File: config.mk
export PLATFORM = sky130hd
export DESIGN_NAME = apb_uart_req_arbiter
export DESIGN_NICKNAME = d
export VERILOG_FILES = /design/src/rtl/apb_uart_req_arbiter.sv
export SDC_FILE = /design/constraint.sdc
export NUM_CORES = 1
export LEC_CHECK = 0
export BUFFER_PORTS_ARGS = -buffer_cell sky130_fd_sc_hd__clkbuf_2
export CAP_MARGIN = 20
export CELL_PAD_IN_SITES_DETAIL_PLACEMENT = 1
export CELL_PAD_IN_SITES_GLOBAL_PLACEMENT = 2
export CORE_MARGIN = 1
export CORE_UTILIZATION = 28
export DETAILED_ROUTE_END_ITERATION = 7
export PLACE_DENSITY_LB_ADDON = 0.1
export SLEW_MARGIN = 10
export SYNTH_ARGS = -nofsm -noshare
export SYNTH_HDL_FRONTEND = slang
export SYNTH_SLANG_ARGS = --single-unit
File: constraint.sdc
create_clock -name clk -period 6.3 [get_ports clk]
set_input_delay 0.315 -clock clk [delete_from_list [all_inputs] [get_ports clk]]
set_output_delay 0.315 -clock clk [all_outputs]
set_load 0.01 [all_outputs]
File: src/rtl/apb_uart_req_arbiter.sv
// Round-robin arbiter sharing the UART core's single APB slave port between NUM_REQ requesters.
// Each grant runs one full SETUP/ACCESS transfer with a Pready timeout guard and a one-cycle ack.
module apb_uart_req_arbiter #(
    parameter int NUM_REQ     = 2,
    parameter int ADDR_W      = 32,
    parameter int DATA_W      = 32,
    parameter int TIMEOUT_CYC = 16
) (
    input  logic                      clk,
    input  logic                      Preset,
    input  logic [NUM_REQ-1:0]        req,
    input  logic [NUM_REQ-1:0]        req_write,
    input  logic [NUM_REQ*ADDR_W-1:0] req_addr,
    input  logic [NUM_REQ*DATA_W-1:0] req_wdata,
    output logic [NUM_REQ-1:0]        ack,
    output logic [DATA_W-1:0]         rsp_rdata,
    output logic                      rsp_err,
    output logic [ADDR_W-1:0]         Paddr,
    output logic                      Psel,
    output logic                      Penable,
    output logic                      Pwrite,
    output logic [DATA_W-1:0]         Pwdata,
    input  logic [DATA_W-1:0]         Prdata,
    input  logic                      Pready,
    input  logic                      Pslverr
);

    localparam int CNT_W = (TIMEOUT_CYC > 0) ? $clog2(TIMEOUT_CYC + 1) : 1;
    localparam int IDX_W = (NUM_REQ > 1) ? $clog2(NUM_REQ) : 1;

    typedef enum logic [1:0] {IDLE, SETUP, ACCESS, DONE} state_t;

    state_t             state;
    logic [IDX_W-1:0]   rr_ptr;
    logic [IDX_W-1:0]   grant;
    logic [CNT_W-1:0]   count;
    logic [IDX_W-1:0]   pick;
    logic               any_req;
    logic               timeout_hit;
    int                 idx;

    // Scan offsets from the highest down so the set bit closest to rr_ptr wins.
    always_comb begin
        pick    = rr_ptr;
        any_req = 1'b0;
        idx     = 0;
        for (int k = NUM_REQ - 1; k >= 0; k--) begin
            idx = int'(rr_ptr) + k;
            if (idx >= NUM_REQ) idx = idx - NUM_REQ;
            if (req[idx]) begin
                pick    = IDX_W'(idx);
                any_req = 1'b1;
            end
        end
    end

    assign timeout_hit = (TIMEOUT_CYC != 0) && ((int'(count) + 1) == TIMEOUT_CYC);

    always_ff @(posedge clk or posedge Preset) begin
        if (Preset) begin
            state     <= IDLE;
            rr_ptr    <= '0;
            grant     <= '0;
            count     <= '0;
            ack       <= '0;
            rsp_rdata <= '0;
            rsp_err   <= 1'b0;
            Paddr     <= '0;
            Psel      <= 1'b0;
            Penable   <= 1'b0;
            Pwrite    <= 1'b0;
            Pwdata    <= '0;
        end else begin
            ack <= '0;
            case (state)
                IDLE: begin
                    if (any_req) begin
                        grant   <= pick;
                        Paddr   <= req_addr[pick*ADDR_W +: ADDR_W];
                        Pwdata  <= req_wdata[pick*DATA_W +: DATA_W];
                        Pwrite  <= req_write[pick];
                        Psel    <= 1'b1;
                        Penable <= 1'b0;
                        state   <= SETUP;
                    end
                end
                SETUP: begin
                    Penable <= 1'b1;
                    state   <= ACCESS;
                end
                ACCESS: begin
                    if (Pready || timeout_hit) begin
                        // A real Pready wins over a timeout landing on the same cycle.
                        ack[grant] <= 1'b1;
                        rsp_err    <= Pready ? Pslverr : 1'b1;
                        rsp_rdata  <= (Pready && !Pwrite) ? Prdata : '0;
                        Psel       <= 1'b0;
                        Penable    <= 1'b0;
                        count      <= '0;
                        rr_ptr     <= (int'(grant) == NUM_REQ - 1) ? '0 : grant + 1'b1;
                        state      <= DONE;
                    end else begin
                        count <= count + 1'b1;
                    end
                end
                DONE: begin
                    state <= IDLE;
                end
                default: state <= IDLE;
            endcase
        end
    end

endmodule

==> run_results.csv, run 1 <==
group,metric,value,unit
placed_design,io_buffer_count,269,
layout,nets,898,
synth,seq_area_frac_synth,54.0,%
floorplanning,initial_utilization,28.6,%
timing,fmax,0.427,GHz
cts,numCtsBuffers,9,
cts,numClockSinks,111,
synth,syn_area,5150,um^2
pwr,power.switching,1.31,mW
critical_path,path_cells,"inv_1 -> ha_1 -> o21ai_4 -> buf_4 -> o21ai_0",
pwr,vdd_drop_max,0.000205,V
critical_path,max_stage_delay,0.77,ns
layout,layout_commonest_cell,"clkbuf_2",
outcome,status,"finished, final reports clean",
global_routing,antenna_found_initial,0,
timing,final_hold_viol_count,0,
critical_path,crit_type,"flop to flop",
critical_path,cp-start-kind,"flop",
hold_path,min_path_type,"primary input to asynchronous set/reset pin",
critical_path,required,6.50,ns
pwr,p_int,2.00,mW
route,drc,0,
global_routing,grt_pass1_vias,4705,
timing,setup_tns,0,ns
cts,post_cts.repair.setup_buffers,0,
route,first_pass_iters,4,
synth,syn-mean-instance-area,10.9,um^2
pwr,powerDensity,476,nW/um^2
critical_path,path_delay_family,"buffers and inverters",
route,wire_per_inst,16.8,um
cts,ctsHoldBuffers,0,
critical_path,arrival,2.54,ns
layout,stdcell_count,959,
timing,max_slew_margin,38.5,%
pwr,combPwrFrac,43.5,%
cts,cts-root-buf,"clkbuf_16",
cts,htree_levels,3,
floorplanning,core_area,18000,um^2
placed_design,place_inst,943,
pwr,p_seq_share,38.4,%
timing,setup_viol,0,
critical_path,rrSetupSlack,3.96,ns
floorplanning,num_rows,49,
layout,final_cell_mix,"clkbuf_2 (269), dfrtp_1 (111), nand2_1 (75), mux2i_1 (65), o21ai_1 (51)",
timing,fin_skew,0.0107,ns
synth,ys_seq_elements,111,
cts,cts_resized,0,
pwr,clockPowerShare,18.1,%
cts,cts_tree,"done",
cts,clk_latency,0.35,ns
global_routing,grt_pass1_wl,24.5,mm
timing,post-route-period-util,37.2,%
timing,maxSlewViolCount,0,
route,routed_wl,16.1,mm
route,drtIter0Drc,165,
floorplanning,die_area,18900,um^2
flow_run,max_cap_viol_count,0,
route,vias_per_cell,4.71,
timing,fin_crit,2.34,ns
synth,synth.distinct_cells,37,
critical_path,cp-end-kind,"flop",
layout,drive_above_1_share,40.8,%
cts,clk_pin_slew,0.07,ns
floorplanning,fp.dieW,138,um
floorplanning,io_pins,270,
route,ant_nets,0,
synth,netlist_instances,471,
layout,fill_cells,2141,
placed_design,dp_hpwl,12.0,mm
synth,yosys_warnings,0,
floorplanning,die-height,138,um
cts,cts_max_path_buffers,2,
timing,worstMarginPinSlew,0.920,ns
synth,synth_fp_nets,644,
layout,syn2layout_area_growth,35.3,%
timing,rsz0062_at_grt,"no",
critical_path,crit_buf_inv,2,
global_routing,track_usage,17.0,%
pwr,leakagePower,3.64,nW
timing,hold_ws,0.0267,ns
route,num_vias,4514,
global_routing,grt_max_degree,91,
global_routing,grt_overflow,0,
layout,antennaDiodeCount,0,
placed_design,place_congestion,0.720,
pwr,swShare,39.6,%
critical_path,cp_max_fo,90,
critical_path,critPathSlowestCell,"buf_4",
final timing paths:
kind,startpoint,end,cells past startpoint
worst max-delay path,state[0]$_DFFE_PP0P_,Paddr[27]$_DFFE_PP0P_,5
worst min-delay path,Preset,rsp_rdata[11]$_DFFE_PP0P_,2
worst max register to register,state[0]$_DFFE_PP0P_,Paddr[27]$_DFFE_PP0P_,5
worst min register to register,Pwdata[26]$_DFFE_PP0P_,Pwdata[26]$_DFFE_PP0P_,2
max in group asynchronous,Preset,rsp_rdata[4]$_DFFE_PP0P_,3
min in group clk,Prdata[20],rsp_rdata[20]$_DFFE_PP0P_,2
through the flow:
step	setup slack, ns	total power, mW	utilization (%)	cell area [um^2]
global route	3.71	3.58	38.7	6960
detailed placement	3.84	2.76	37.0	6650
CTS	3.91	3.38	38.7	6960
floorplan	3.05	2.16	-	5150
finish	3.96	3.31	38.7	6960
global placement	3.91	2.70	37.0	6650
metal layers:
layer	share of wire, %	vias up	GRT usage (%)
met1	41	2160	20.3
met5	0	-	0
met3	7.7	13	4.16
met4	1.4	0	5.92
met2	49	161	29.4
li1	-	2180	-
cells in the mapped netlist:
cell       number  area share, %
a32oi_1         1           0.17
buf_2          11            1.1
o2111ai_1       1           0.17
buf_6           6            1.3
o2bb2ai_1       3           0.51
nand4b_1        1           0.17
a31oi_1         2           0.24
buf_4           3           0.44
a221o_1        32            6.2
nand2b_1        2           0.24
o22ai_1         2           0.24
nor3b_1         1           0.15
dfrtp_1       111             54
and2_1          2           0.24
or3_1           1           0.12
a21oi_1         4           0.39
and3_1          1           0.12
maj3_2          1           0.22
nand3_1         3           0.29
nor2_1          3           0.22
mux2_2          2           0.44
mux2i_1        65             13
clkbuf_2        2           0.19
o21ai_0        20            1.9
o21ai_1        51            5.0
o21a_1          1           0.15
inv_2           1          0.073
a21oi_2         1           0.17
ha_1            5            1.2
nor3_1          2           0.19
clkbuf_1       10           0.73
a211oi_1        1           0.15
inv_1           7           0.51
a211o_1         1           0.17
o211ai_1        4           0.58
nand2_1        75            5.5
nor2b_1        32            3.9
registers in the layout (all words and copies together), names as in the netlist, 2 cells and up:
signal,count
state,2
Paddr,32
count,5
ack,2
rsp_rdata,32
Pwdata,32
layout make-up:
type / instances / area, um^2 / share of cell area, %
clock buffer: 12 / 256 / 3.69
multi-input combinational: 320 / 2160 / 31.1
timing repair buffer: 275 / 1390 / 20.0
sequential: 111 / 2780 / 39.9
inverter: 8 / 32.5 / 0.467
tap: 229 / 287 / 4.12
clock inverter: 4 / 53.8 / 0.773
logic make-up after synthesis:
group / synth area share (%)
flip-flops: 54.0
adder cells (fa/ha/maj): 1.43
AND/OR/NAND/NOR: 11.1
buffers and inverters: 4.33
AO/OA/AOI/OAI: 16.1
multiplexers: 13.1
power groups by stage:
stage / Sequential [mW] / Combinational (mW) / Clock, mW
3_3_place_gp: 1.27 / 1.43 / 0
4_1_cts: 1.28 / 1.48 / 0.623
3_5_place_dp: 1.29 / 1.48 / 0
5_1_grt: 1.32 / 1.61 / 0.647
2_1_floorplan: 1.39 / 0.773 / 0
6_report: 1.27 / 1.44 / 0.599
(Power assumes the default switching activity.)
==> run 2, diff against run 1 <==
Settings changed: ABC_AREA set to 1, CORE_UTILIZATION 28 to 23.
Clock period 6.3 ns to 2.04 ns, I/O delays scaled along.
==> run_results.csv, run 2 <==
group,metric,value,unit
critical_path,cp_max_fo,20,
timing,maxSlewViolCount,0,
timing,final_hold_viol_count,0,
layout,nets,1122,
placed_design,io_buffer_count,269,
placed_design,place_ws,0.283,ns
pwr,vdd_drop_max,0.000507,V
cts,clk_pin_slew,0.08,ns
critical_path,required,2.33,ns
synth,synth_async_sr_flop_share,100,%
synth,synth.distinct_cells,25,
synth,synth_common_cells,"nand2_1 (201), dfrtp_1 (111), nor2_1 (53)",
floorplanning,num_rows,55,
route,wire_per_inst,15.6,um
timing,max_slew_margin,60.2,%
outcome,status,"finished, final reports clean",
timing,worstMarginPinSlew,0.597,ns
placed_design,place_congestion,0.751,
route,num_vias,5630,
synth,yosys_warnings,0,
floorplanning,fp.dieW,156,um
global_routing,antenna_found_initial,0,
pwr,leakagePower,4.09,nW
layout,top_regs,"Paddr: 32 flops, Pwdata: 32 flops, rsp_rdata: 32 flops",
layout,drive_above_1_share,36.4,%
synth,netlist_instances,622,
cts,htree_levels,3,
synth,yosys_most_used_dff,"dfrtp_1",
cts,clk_latency,0.36,ns
floorplanning,die_area,24300,um^2
synth,syn_area,5440,um^2
global_routing,track_usage,16.8,%
critical_path,cp-start-kind,"flop",
route,vias_per_cell,4.44,
synth,synthDominantCellAreaShare,51.1,%
synth,synth_edf_count,0,
pwr,p_seq_share,36.2,%
pwr,clockPowerShare,17.8,%
synth,ys_top_cells_by_area,"dfrtp_1 (51%), nand2_1 (14%), o211ai_1 (6.6%)",
timing,fin_ws,0.296,ns
cts,cts-root-buf,"clkbuf_16",
pwr,combPwrFrac,46.0,%
floorplanning,core_area,22900,um^2
cts,cts_max_path_buffers,2,
critical_path,crit_type,"flop to flop",
timing,fin_crit,1.74,ns
floorplanning,io_pins,270,
layout,antennaDiodeCount,0,
cts,numClockSinks,111,
timing,fin_skew,0.0107,ns
timing,post-route-period-util,85.5,%
global_routing,grt_pass1_vias,6137,
synth,synth_fp_nets,795,
cts,cts_tree,"done",
critical_path,arrival,2.03,ns
route,drc,0,
flow_run,max_cap_viol_count,0,
route,ant_nets,0,
layout,utilization,35.7,%
synth,ys_seq_elements,111,
synth,yosysMostFrequentCell,"nand2_1",
placed_design,dp_hpwl,13.9,mm
layout,layout_commonest_cell,"clkbuf_2",
timing,setup_viol,0,
pwr,p_int,6.22,mW
hold_path,min_path_type,"primary input to flop",
critical_path,cp-end-kind,"flop",
pwr,power.switching,4.50,mW
timing,setup_tns,0,ns
synth,yosys.area.top_type,"dfrtp_1",
synth,syn-mean-instance-area,8.75,um^2
timing,fmax,0.573,GHz
route,first_pass_iters,4,
floorplanning,initial_utilization,23.7,%
timing,rsz0062_at_grt,"no",
floorplanning,die-height,156,um
layout,syn2layout_area_growth,50.5,%
global_routing,grt_pass1_wl,32.0,mm
pwr,swShare,42.0,%
pwr,power,10.7,mW
layout,final_cell_mix,"clkbuf_2 (269), nand2_1 (201), dfrtp_1 (110), dlygate4sd3_1 (81), nor2_1 (52)",
route,routed_wl,19.7,mm
global_routing,grt_max_degree,76,
global_routing,grt_overflow,0,
cts,numCtsBuffers,9,
pwr,powerDensity,1310,nW/um^2
synth,seq_area_frac_synth,51.1,%
route,drtIter0Drc,195,
run 2: path summary, 6_finish.rpt:
| check | from | end | slack, ns | cells after the start |
|---|---|---|---|---|
| max in group asynchronous | Preset | rsp_rdata[23]$_DFFE_PP0P_ | 0.88 | 5 |
| max reg2reg | count[0]$_DFFE_PP0P_ | rsp_rdata[17]$_DFFE_PP0P_ | 0.30 | 11 |
| min | Prdata[23] | rsp_rdata[23]$_DFFE_PP0P_ | 0.02 | 3 |
| max | count[0]$_DFFE_PP0P_ | rsp_rdata[17]$_DFFE_PP0P_ | 0.30 | 11 |
| min reg2reg | Penable$_DFFE_PP0P_ | Penable$_DFFE_PP0P_ | 0.48 | 2 |
| min in group asynchronous | Preset | Pwdata[8]$_DFFE_PP0P_ | 0.36 | 3 |
run 2: through the flow:
stage | cells | area (um^2) | hold slack (ns)
detailed placement | 1170 | 7060 | 0.179
floorplan | 622 | 5440 | 0.248
global placement | 1170 | 7060 | 0.174
CTS | 1267 | 8190 | 0.00317
global route | 1267 | 8190 | 0.00887
finish | 1267 | 8190 | 0.0182
run 2: cell type report:
cell class	instances	area (um^2)
Multi-Input combinational cell	431	2240
Timing Repair Buffer	365	2340
Clock buffer	11	253
Fill cell	2810	14700
Clock inverter	5	63.8
Inverter	31	120
Sequential cell	111	2780
Tap cell	313	392
run 2: worst max-delay path, cell delays in order (launching register included):
cell	delay [ns]
dfrtp_1	0.42
ha_1	0.25
nand2_1	0.08
inv_1	0.04
nand2_1	0.06
nor2_2	0.05
nand2_2	0.09
nand2_4	0.06
nand2_4	0.24
buf_4	0.26
nand2_1	0.08
o21ai_2	0.06
run 2: cell families (layout without fill, tap and decap cells):
logic type	count (synthesis)	after routing	share of synthesized area, %
AOI/OAI and AO/OA	156	156	20.4
and+or+nand+nor	270	270	19.4
buffers and inverters	80	412	8.00
adders and majority gates	5	5	1.15
DFF	111	111	51.1
run 2: power by group through the flow:
stage | sequential [mW] | combinational (mW) | clock, mW
6_report | 3.88 | 4.93 | 1.91
2_1_floorplan | 4.26 | 2.62 | 0
3_5_place_dp | 3.94 | 4.92 | 0
4_1_cts | 3.90 | 5.05 | 2.01
3_3_place_gp | 3.90 | 4.81 | 0
5_1_grt | 4.04 | 5.57 | 2.08
run 2: metal layers:
layer / global-route usage (%) / share of wire (%) / wire length [um] / vias up
met1: 19.3 / 42 / 8310 / 2721
met2: 31.1 / 51 / 10100 / 163
met4: 5.14 / 1.7 / 342 / 0
met3: 3.42 / 5.1 / 1000 / 20
li1: - / - / - / 2726
met5: 0 / 0 / 0 / -
run 2: timing repair:
item,4_1_cts,5_1_grt
endpoints found under the hold margin,98,0
hold buffers,81,0
gates resized for setup,0,0
buffers inserted,0,0
endpoints found under the setup margin,0,0
